===== src/rtl/led_rr_sequencer.sv =====
// rtl/led_rr_sequencer.sv - round-robin sharing of the 6-LED bank between NREQ requesters
// Optional feature macro: LED_RR_PWM_EN (adds 4-bit bright input and PWM dimming of lit bits)
module led_rr_sequencer #(
  parameter int          NREQ     = 4,
  parameter int          TICK_DIV = 27000000,
  parameter int          DWELL    = 2,
  parameter logic [5:0]  IDLE_PAT = 6'h00
) (
  input  logic              clk,
  input  logic              rst,
  input  logic [NREQ-1:0]   req,
  input  logic [6*NREQ-1:0] pat,
`ifdef LED_RR_PWM_EN
  input  logic [3:0]        bright,
`endif
  output logic [NREQ-1:0]   gnt,
  output logic [NREQ-1:0]   done,
  output logic              busy,
  output logic [5:0]        led
);

  localparam int LW = (NREQ > 1) ? $clog2(NREQ) : 1;
  localparam int TW = $clog2(TICK_DIV);
  localparam int DW = $clog2(DWELL + 1);

  typedef enum logic {ST_IDLE, ST_SHOW} state_t;

  state_t            state_q, state_d;
  logic [LW-1:0]     last_q, last_d;
  logic [TW-1:0]     tick_q, tick_d;
  logic [DW-1:0]     dwell_q, dwell_d;
  logic [5:0]        show_q, show_d;
  logic [NREQ-1:0]   gnt_q, gnt_d;
  logic [NREQ-1:0]   done_q, done_d;
  logic              busy_q, busy_d;
  logic [5:0]        led_q, led_d;

  logic              win_found;
  logic [LW-1:0]     win_idx;
  logic [NREQ-1:0]   win_oh;
  logic [5:0]        win_pat;
  logic              window_end;
  logic              owner_req;

`ifdef LED_RR_PWM_EN
  logic [3:0]        pwm_q, pwm_d;
  logic [3:0]        bright_q, bright_d;
`endif

  // Round-robin pick: first requester after the last winner, wrapping modulo NREQ
  always_comb begin
    win_found = 1'b0;
    win_idx   = '0;
    win_oh    = '0;
    win_pat   = '0;
    for (int k = 1; k <= NREQ; k++) begin
      for (int j = 0; j < NREQ; j++) begin
        if (!win_found && req[j] && (j == (int'(last_q) + k) % NREQ)) begin
          win_found  = 1'b1;
          win_idx    = LW'(j);
          win_oh[j]  = 1'b1;
          win_pat    = pat[6*j +: 6];
        end
      end
    end
  end

  // FSM next state, dwell counting and registered-output next values
  always_comb begin
    state_d    = state_q;
    last_d     = last_q;
    tick_d     = tick_q;
    dwell_d    = dwell_q;
    show_d     = show_q;
    gnt_d      = gnt_q;
    done_d     = '0;
    busy_d     = busy_q;
`ifdef LED_RR_PWM_EN
    bright_d   = bright_q;
`endif
    window_end = (dwell_q == DW'(DWELL - 1)) && (tick_q == TW'(TICK_DIV - 1));
    owner_req  = |(req & gnt_q);
    case (state_q)
      ST_IDLE: begin
        if (win_found) begin
          state_d  = ST_SHOW;
          gnt_d    = win_oh;
          busy_d   = 1'b1;
          show_d   = win_pat;
          last_d   = win_idx;
          tick_d   = '0;
          dwell_d  = '0;
`ifdef LED_RR_PWM_EN
          bright_d = bright;
`endif
        end
      end
      ST_SHOW: begin
        // a normal window end takes priority over a simultaneous request drop
        if (window_end || !owner_req) begin
          state_d = ST_IDLE;
          gnt_d   = '0;
          busy_d  = 1'b0;
          done_d  = window_end ? gnt_q : '0;
          show_d  = IDLE_PAT;
          tick_d  = '0;
          dwell_d = '0;
        end else if (tick_q == TW'(TICK_DIV - 1)) begin
          tick_d  = '0;
          dwell_d = dwell_q + 1'b1;
        end else begin
          tick_d  = tick_q + 1'b1;
        end
      end
      default: state_d = ST_IDLE;
    endcase
  end

  // Active-low pin drive; with PWM, a granted pattern is gated by the duty compare
  always_comb begin
`ifdef LED_RR_PWM_EN
    pwm_d = pwm_q + 4'd1;
    if (state_d == ST_SHOW) begin
      led_d = ~(show_d & {6{pwm_d < bright_d}});
    end else begin
      led_d = ~show_d;
    end
`else
    led_d = ~show_d;
`endif
  end

  // State and output registers, asynchronous active-low reset
  always_ff @(posedge clk or negedge rst) begin
    if (!rst) begin
      state_q  <= ST_IDLE;
      last_q   <= LW'(NREQ - 1);
      tick_q   <= '0;
      dwell_q  <= '0;
      show_q   <= IDLE_PAT;
      gnt_q    <= '0;
      done_q   <= '0;
      busy_q   <= 1'b0;
      led_q    <= ~IDLE_PAT;
`ifdef LED_RR_PWM_EN
      pwm_q    <= '0;
      bright_q <= '0;
`endif
    end else begin
      state_q  <= state_d;
      last_q   <= last_d;
      tick_q   <= tick_d;
      dwell_q  <= dwell_d;
      show_q   <= show_d;
      gnt_q    <= gnt_d;
      done_q   <= done_d;
      busy_q   <= busy_d;
      led_q    <= led_d;
`ifdef LED_RR_PWM_EN
      pwm_q    <= pwm_d;
      bright_q <= bright_d;
`endif
    end
  end

  assign gnt  = gnt_q;
  assign done = done_q;
  assign busy = busy_q;
  assign led  = led_q;

endmodule


===== config.mk =====
export PLATFORM = sky130hd
export DESIGN_NAME = led_rr_sequencer
export DESIGN_NICKNAME = d
export VERILOG_FILES = /design/src/rtl/led_rr_sequencer.sv
export SDC_FILE = /design/constraint.sdc
export NUM_CORES = 1
export LEC_CHECK = 0
export CORE_MARGIN = 1.5
export CORE_UTILIZATION = 55
export DETAILED_ROUTE_END_ITERATION = 8
export DONT_BUFFER_PORTS = 1
export PLACE_DENSITY = 0.73
export SYNTH_ARGS = -nofsm -noshare
export SYNTH_HDL_FRONTEND = slang
export SYNTH_SLANG_ARGS = --single-unit

===== constraint.sdc =====
create_clock -name clk -period 1.9 [get_ports clk]
set_input_delay 0.285 -clock clk [delete_from_list [all_inputs] [get_ports clk]]
set_output_delay 0.285 -clock clk [all_outputs]
set_load 0.05 [all_outputs]

# == After elaboration in Yosys (flattened, before gate mapping) ==
# Index checks and enable logic that the tools add are counted.
# totals
output_inout_bits,15
inputBits,30
reg_bits,51
elab_cells,185
# classes
n_reduce_logical,61
n_mux,85
n_bitwise,7
addsub,6
eq_ne,17
# ops
cell,n
zero test 32 bit,4
two-way mux 6 bit,18
two-way mux 25 bit,3
one-hot mux 25 bit (2 select lines),1
two-way mux 1 bit,36
two-way mux 2 bit,17
logical AND 1 bit,32
adder 25 x 1 -> 25 bit (second input constant),1
equality test 25 bit (second input constant),1
equality test 3 bit (first input constant),8
two-way mux 4 bit,5
zero test 1 bit,16
equality test 2 x 3 -> 1 bit (first input constant),4
one-hot mux 6 bit (2 select lines),1
one-hot mux 4 bit (2 select lines),1
OR reduction 2 bit,4
adder 2 x 1 -> 2 bit (second input constant),3
inverter 6 bit,1
AND reduction 2 bit,3
adder 2 bit (second input constant),2
AND 1 bit (first input constant),4
AND 4 bit,1
one-hot mux 1 bit (2 select lines),2
one-hot mux 2 bit (2 select lines),1
7 further kinds,7

# == Depth between registers and ports, before layout ==
# Gate-level depths: netlist of run 1.
# depth
depth_word,69
mapped_depth,9
ltp_nobuf,7

# == Worst setup path before layout of run 1 ==
# No wires, ideal clock.
# synth_path
path_kind,flip-flop to flip-flop
startpoint,register last_q[1]
endpoint,"register led_q[4], in the netlist led[4]"
synth_period_minus_slack_ns,2.157
stages_incl_launch_ff,7
arrival_time_ns,2.079
required_ns,1.822
setup_time_ns,0.078
slack_ns,-0.257
path_buffers,1
path_cell_list,dfstp_2 > buf_6 > mux4_2 > a311oi_1 > a2111oi_0 > or4_1 > and3_1
# synth_via
elab_chain_len,69
elab_cells_between_ends,109
cone_classes,add/sub: 4; eq/ne: 12; mux: 34; bitwise: 5; reduce/logical: 54
# synth_lines
item,line_no,source
"start, declared",29,"logic [LW-1:0] last_q, last_d;"
"start signal, assigned",137,last_q <= LW'(NREQ - 1);
"start signal, assigned",151,last_q <= last_d;
adder 2 x 1 -> 2 bit,58,if (!win_found && req[j] && (j == (int'(last_q) + k) % NREQ)) begin
OR reduction 2 bit (no line),-,
AND 1 bit (no line),-,
zero test 32 bit,58,
logical AND 1 bit,58,
two-way mux 1 bit,58,
zero test 1 bit,58,
logical AND 1 bit (2 in series),58,
(+52 left out),-,
two-way mux 1 bit,58,
zero test 1 bit,58,
logical AND 1 bit (2 in series),58,
two-way mux 6 bit / two-way mux 1 bit (equally long branches),58,
two-way mux 6 bit (*),85,if (win_found) begin
one-hot mux 6 bit (2 select lines) (*),83,case (state_q)
inverter 6 bit (*),129,led_d = ~show_d;
named net led_d[4],36,"logic [5:0] led_q, led_d;"
"end signal, assigned",144,led_q <= ~IDLE_PAT;
"end signal, assigned",158,led_q <= led_d;
"end, declared",36,
# Mark *: on every way through the listed nets, which the timed path passes. The rest lies on a longest branch.
# A chain may end at the register's enable or synchronous reset.

==> impl_results.md, run 1 <==
- RSZ-0062 raised after global routing: yes
- Dpl hpwl: 6990 um
- Synth top area share: 31.5%
- First DRT Iteration DRCs: 419
- Pins over their slew limit: 0
- Initial antenna violation count: 0
- Num CTS Buffers: 5
- Antenna Nets Post-Route: 0
- Wire length per cell: 19.4 um
- Fmax: 452 MHz
- Multi-input gate area: 2290 um2
- Syn Std Cell Area: 3420 um2
- R2r setup slk: -0.31 ns
- Rows: 28
- Worst skew pair latency: 0.31 ns
- Top post-synthesis cells by area: dfrtp_1, dfstp_2, nor2_1
- Vias in the first global route: 3195
- TritonCTS Sinks: 51
- Synth area leader: dfrtp_1
- Final setup fails: 12
- CTS max path bufs: 2
- Hold Path Class: in -> reg
- CTS root buf: clkbuf_8
- Relative slew slack: 67.0%
- First-pass GRT wire length: 15700 um
- Pre-antenna DRT Iters: 5
- Final Hold Slack: 0.174 ns
- Asr flop ratio synth: 100%
- Critical Path End Type: flop
- Final period util: 117%
- Placed Cells: 527
- Sequential cell area: 1290 um2
- Share of cells above drive strength 1: 33.2%
- Worst-path clk slew: 0.10 ns
- Syn_nets: 436
- Worst r2r path cells: 7
- Critical path peak fanout: 8
- CP Launch Type: flop
- Die height: 81.8 um
- Vias per cell: 6.57
- Die area: 6690 um2
- Layout Area Growth over Synthesis: 31.9%
- WHS Path Cells: 2
- Yosys cell types: 65
- Worst setup margin: -0.314 ns
- WHS Endpoint: last_q[0]
- Static leakage: 0.00187 uW
- Critical Path RT: 2.10 ns
- Post-Route Setup TNS: -2.65 ns
- RR Startpoint: last_q[0]
- Synthesized instance count: 404
- Fin Clk Skew: 0.00561 ns
- # DRC: 0
- Core footprint: 5960 um2
- Vias: 3602
- Failing checks: negative setup slack
- Initial core utilization: 57.4%
- Setup Crit Path Kind: reg -> reg
- Commonest cells post-synth: dfrtp_1, nor2_1, nand2_1
- Top_reg_cell synth: dfrtp_1
- Period minus WS final: 2.21 ns
- Fin. Hold Viols: 0
- Io pins: 45
- Register area share after synthesis: 37.7%
- Final wirelength: 10600 um
- Min-delay src: req[1]
- CP startpoint: last_q[0]
- Syn_area_per_cell: 8.45 um2
- Peak supply drop: 0.848 mV
- Die X-Extent: 81.8 um
- Routability cong.: 1.03
- Finished Layout Cells: 548
- Filler cells: 408
- Critical path arrival: 2.41 ns
- Port buffer count: 0
- Synth warn: 0
- CTS tree: done
- Run status: finished with violations
- Grt ovf: 0
- PD cells: 1140 nW/um2
- Max cap viols: 0
- GRT Overall Usage: 30.4%
- H-tree depth: 2
- EDFF count, synth: 0
- Worst slew pin tran: 0.495 ns
- ANT cells: 0
- Flops & latches, synth: 51
- Largest net degree at the start of global routing: 52
- Final nets: 504
stage by stage:
stage / power (uW) / worst slack [ns] / utilization [%] / area [um2]
floorplan: 3070 / -0.155 / - / 3470
global placement: 3720 / -0.206 / 66.4 / 3960
detailed placement: 3790 / -0.254 / 66.4 / 3960
CTS: 4660 / -0.266 / 70.3 / 4190
global route: 5400 / -0.362 / 75.7 / 4510
finish: 5140 / -0.314 / 75.7 / 4510
layer usage:
metal  global-route usage (%)  part of all wire, %
met5                        0                    0
met4                     7.29                  2.0
met3                     7.11                  9.9
met2                     43.1                   45
met1                     46.1                   43
worst max-delay path, stage by stage (launching register included):
cell	delay (ns)
dfstp_4	0.68
buf_6	0.15
nor2b_1	0.06
or3_4	0.38
nor3b_4	0.21
a221o_1	0.18
a221oi_2	0.05
o41ai_2	0.40
kinds of logic (layout without fill, tap and decap cells):
| group | count (synthesis) | in the layout | synth area share, % |
|---|---|---|---|
| muxes | 3 | 3 | 1.25 |
| adders and majority gates | 2 | 2 | 0.732 |
| xor gates and xnor gates | 20 | 20 | 5.13 |
| and+or+nand+nor | 183 | 184 | 28.5 |
| buffers and inverters | 36 | 104 | 4.84 |
| DFF | 51 | 51 | 37.7 |
| AOI/OAI and AO/OA | 109 | 109 | 21.9 |
cells in the final DEF, fill, tap and decap left out, types with 3 or more instances in the layout:
| cell | count |
|---|---|
| or3_1 | 4 |
| o21ai_0 | 20 |
| nor3_1 | 4 |
| and3_1 | 13 |
| a211o_1 | 4 |
| nand2_2 | 3 |
| a22oi_1 | 7 |
| inv_1 | 11 |
| o21ai_1 | 5 |
| a21o_1 | 3 |
| dfstp_2 | 7 |
| nand3_1 | 15 |
| nor2_1 | 41 |
| buf_4 | 73 |
| a211oi_2 | 3 |
| nor2b_1 | 4 |
| and2_4 | 3 |
| nand2_1 | 36 |
| buf_6 | 8 |
| clkbuf_8 | 5 |
| o41ai_1 | 3 |
| nand2b_1 | 4 |
| nand2b_4 | 4 |
| xor2_1 | 11 |
| nand3b_1 | 6 |
| dfrtp_1 | 42 |
| nand4_1 | 4 |
| a221o_1 | 5 |
| and2_1 | 3 |
| o22ai_1 | 12 |
| or2_4 | 3 |
| a21oi_1 | 13 |
| xnor2_1 | 9 |
cell type report:
type                    count  area share (%)
repair buffers             84            15.3
clock inverters             3           0.611
flip-flops and latches     51            28.7
multi-input cells         318            50.8
inverters                  12            1.00
clock buffers               5            1.53
well taps                  75            2.08
power breakdown:
group	leakage [uW]	internal, uW	switching [uW]
Combinational	0.00115	1320	1460
Sequential	0.000672	1340	346
Clock	0.0000463	271	405
Total	0.00187	2930	2210
timing repair:
action	in CTS	in global routing
endpoints found under the setup margin	32	40
resized for setup	18	63
endpoints found under the hold margin	51	0
setup buffers	3	7
hold buffers	2	0
gates cloned	0	1
pin swaps	2	22
how the worst max path moves through the flow:
stage,endpoint,slack (ns),cells after the start
floorplan,led[4],-0.16,6
detailed placement,led[4],-0.25,6
global route,led[4],-0.36,7
finish,flop,-0.31,7
global placement,led[4],-0.21,5
CTS,led[4],-0.27,7
(Power assumes the default switching activity.)
==> run 2, diff against run 1 <==
Settings changed: SLEW_MARGIN set to 20.
Clock period 1.9 ns to 1.8 ns, I/O delays scaled along.
==> impl_results.md, run 2 (synthesis gave the netlist of run 1 again) <==
- Worst-path clk slew: 0.11 ns (was 0.10 ns)
- RR Startpoint: last_q[0] (unchanged)
- Filler cells: 378 (was 408)
- Failing checks: negative setup slack (unchanged)
- Peak supply drop: 0.762 mV (was 0.848 mV)
- Fmax: 457 MHz (was 452 MHz)
- Die X-Extent: 81.8 um (unchanged)
- Wire length per cell: 19.8 um (was 19.4 um)
- TritonCTS Sinks: 51 (unchanged)
- Pre-antenna DRT Iters: 6 (was 5)
- Critical Path RT: 2.03 ns (was 2.10 ns)
- Worst r2r path cells: 7 (unchanged)
- Pins over their slew limit: 0 (unchanged)
- Rows: 28 (unchanged)
- Worst path slowest cell: dfstp_4 (unchanged)
- Slowest stage delay, CP: 0.69 ns (was 0.68 ns)
- Critical Path End Type: flop (unchanged)
- Relative slew slack: 68.6% (was 67.0%)
- Worst setup margin: -0.389 ns (was -0.314 ns)
- Final wirelength: 11000 um (was 10600 um)
- CTS tree: done (unchanged)
- Fin. Hold Viols: 0 (unchanged)
- Port buffer count: 0 (unchanged)
- Worst skew pair latency: 0.32 ns (was 0.31 ns)
- Design Area, Final: 4550 um2 (was 4510 um2)
- Period minus WS final: 2.19 ns (was 2.21 ns)
- Max cap viols: 0 (unchanged)
- Critical path peak fanout: 8 (unchanged)
- Final Hold Slack: 0.131 ns (was 0.174 ns)
- Fin Clk Skew: 0.0177 ns (was 0.00561 ns)
- GRT Overall Usage: 32.0% (was 30.4%)
- Io pins: 45 (unchanged)
- Final setup fails: 13 (was 12)
- Vias in the first global route: 3365 (was 3195)
- CP Launch Type: flop (unchanged)
- WHS Path Cells: 2 (unchanged)
- Share of cells above drive strength 1: 35.1% (was 33.2%)
- Vias: 3674 (was 3602)
- R2r setup slk: -0.39 ns (was -0.31 ns)
- Layout Area Growth over Synthesis: 33.2% (was 31.9%)
- CTS max path bufs: 2 (unchanged)
- Min-delay src: req[1] (unchanged)
- Routability cong.: 0.955 (was 1.03)
- CTS root buf: clkbuf_8 (unchanged)
- Largest net degree at the start of global routing: 52 (unchanged)
- PD cells: 1210 nW/um2 (was 1140 nW/um2)
- Run status: finished with violations (unchanged)
- Crit-path cells: buf_8 > nor2b_1 > or3_4 > o21ai_0 > a221o_1 > a221oi_2 > o41a_1 (was buf_6 > nor2b_1 > or3_4 > nor3b_4 > a221o_1 > a221oi_2 > o41ai_2)
- Most common cell after layout, fill and taps aside: buf_4 (unchanged)
- # DRC: 0 (unchanged)
- Final period util: 122% (was 117%)
- Hold Path Class: in -> reg (unchanged)
- Die area: 6690 um2 (unchanged)
- Placed cell area: 4040 um2 (was 3960 um2)
- Worst slew pin tran: 0.469 ns (was 0.495 ns)
- Grt ovf: 0 (unchanged)
- Static leakage: 0.00190 uW (was 0.00187 uW)
- First-pass GRT wire length: 16400 um (was 15700 um)
- RSZ-0062 raised after global routing: yes (unchanged)
- Dpl hpwl: 7280 um (was 6990 um)
- WHS Endpoint: gnt[1] (was last_q[0])
- Vias per cell: 6.64 (was 6.57)
- Antenna Nets Post-Route: 0 (unchanged)
- Total power draw: 5510 uW (was 5140 uW)
- Initial antenna violation count: 0 (unchanged)
- Core footprint: 5960 um2 (unchanged)
- Critical R2R Capture: led[2]
- Setup Crit Path Kind: reg -> reg (unchanged)
- Critical path arrival: 2.42 ns (was 2.41 ns)
- Initial core utilization: 57.4% (unchanged)
- Die height: 81.8 um (unchanged)
- ANT cells: 0 (unchanged)
- Final nets: 509 (was 504)
- First DRT Iteration DRCs: 522 (was 419)
- Num CTS Buffers: 5 (unchanged)
- H-tree depth: 2 (unchanged)
- Most frequent cells in the layout: buf_4, nor2_1, dfrtp_1 (was buf_4, dfrtp_1, nor2_1)
run 2: power by group:
| part | internal [uW] | switching, uW | total [uW] |
|---|---|---|---|
| sequential | 1420 | 360 | 1770 |
| combinational | 1380 | 1600 | 2980 |
| clock | 351 | 409 | 760 |
run 2: worst max path at each step:
| stage | startpoint | to | slack, ns | cells after the start |
|---|---|---|---|---|
| after floorplan | last_q[1] | led[4] | -0.25 | 6 |
| after detailed placement | last_q[0] | led[4] | -0.38 | 5 |
| after global routing | last_q[0] | led[4] | -0.44 | 7 |
| after CTS | last_q[1] | led[4] | -0.34 | 5 |
| final | last_q[0] | led[2] | -0.39 | 7 |
| after global placement | last_q[0] | led[4] | -0.33 | 5 |
run 2: critical path, delay by kind of cell, from the launching register on:
| kind | cells | cell delay (ns) |
|---|---|---|
| buffers and inverters | 1 | 0.14 |
| DFF | 1 | 0.69 |
| and+or+nand+nor | 2 | 0.43 |
| AOI/OAI and AO/OA | 4 | 0.84 |
run 2: routing by layer:
metal | track usage, % | up-vias | wire, um
met5 | 0 | - | 0
met4 | 11.7 | 0 | 385
met3 | 8.89 | 60 | 1090
met2 | 47.8 | 237 | 4900
met1 | 44.1 | 1740 | 4580
li1 | - | 1637 | -
run 2: final cells by class:
| class | count | area (um2) | area share, % |
|---|---|---|---|
| Clock buffer | 7 | 96.3 | 2.12 |
| Clock inverter | 1 | 7.51 | 0.165 |
| Inverter | 12 | 45.0 | 0.990 |
| Multi-Input combinational cell | 317 | 2270 | 49.9 |
| Sequential cell | 51 | 1290 | 28.5 |
| Tap cell | 75 | 93.8 | 2.06 |
| Timing Repair Buffer | 90 | 739 | 16.3 |
run 2: repair_timing:
item / in CTS / in global routing
endpoints found under the hold margin: 51 / 0
gates resized for setup: 29 / 48
cloned: 0 / 1
pin swaps: 14 / 17
hold buffers: 2 / 0
buffers inserted: 6 / 2
setup endpoints to repair: 21 / 38
run 2: through the flow:
step | setup slack (ns) | util (%) | cells | setup TNS (ns)
after CTS | -0.343 | 73.1 | 550 | -2.83
after global placement | -0.334 | 67.9 | 534 | -2.98
after floorplan | -0.254 | - | 404 | -1.17
after global routing | -0.444 | 76.4 | 553 | -4.56
after detailed placement | -0.380 | 67.9 | 534 | -3.70
final | -0.389 | 76.4 | 553 | -3.49
==> run 3, diff against run 2 <==
Settings changed: CTS_CLUSTER_SIZE set to 14.
==> results of run 3 <==
No change in the layout: final DEF, timing and power equal those of run 2.
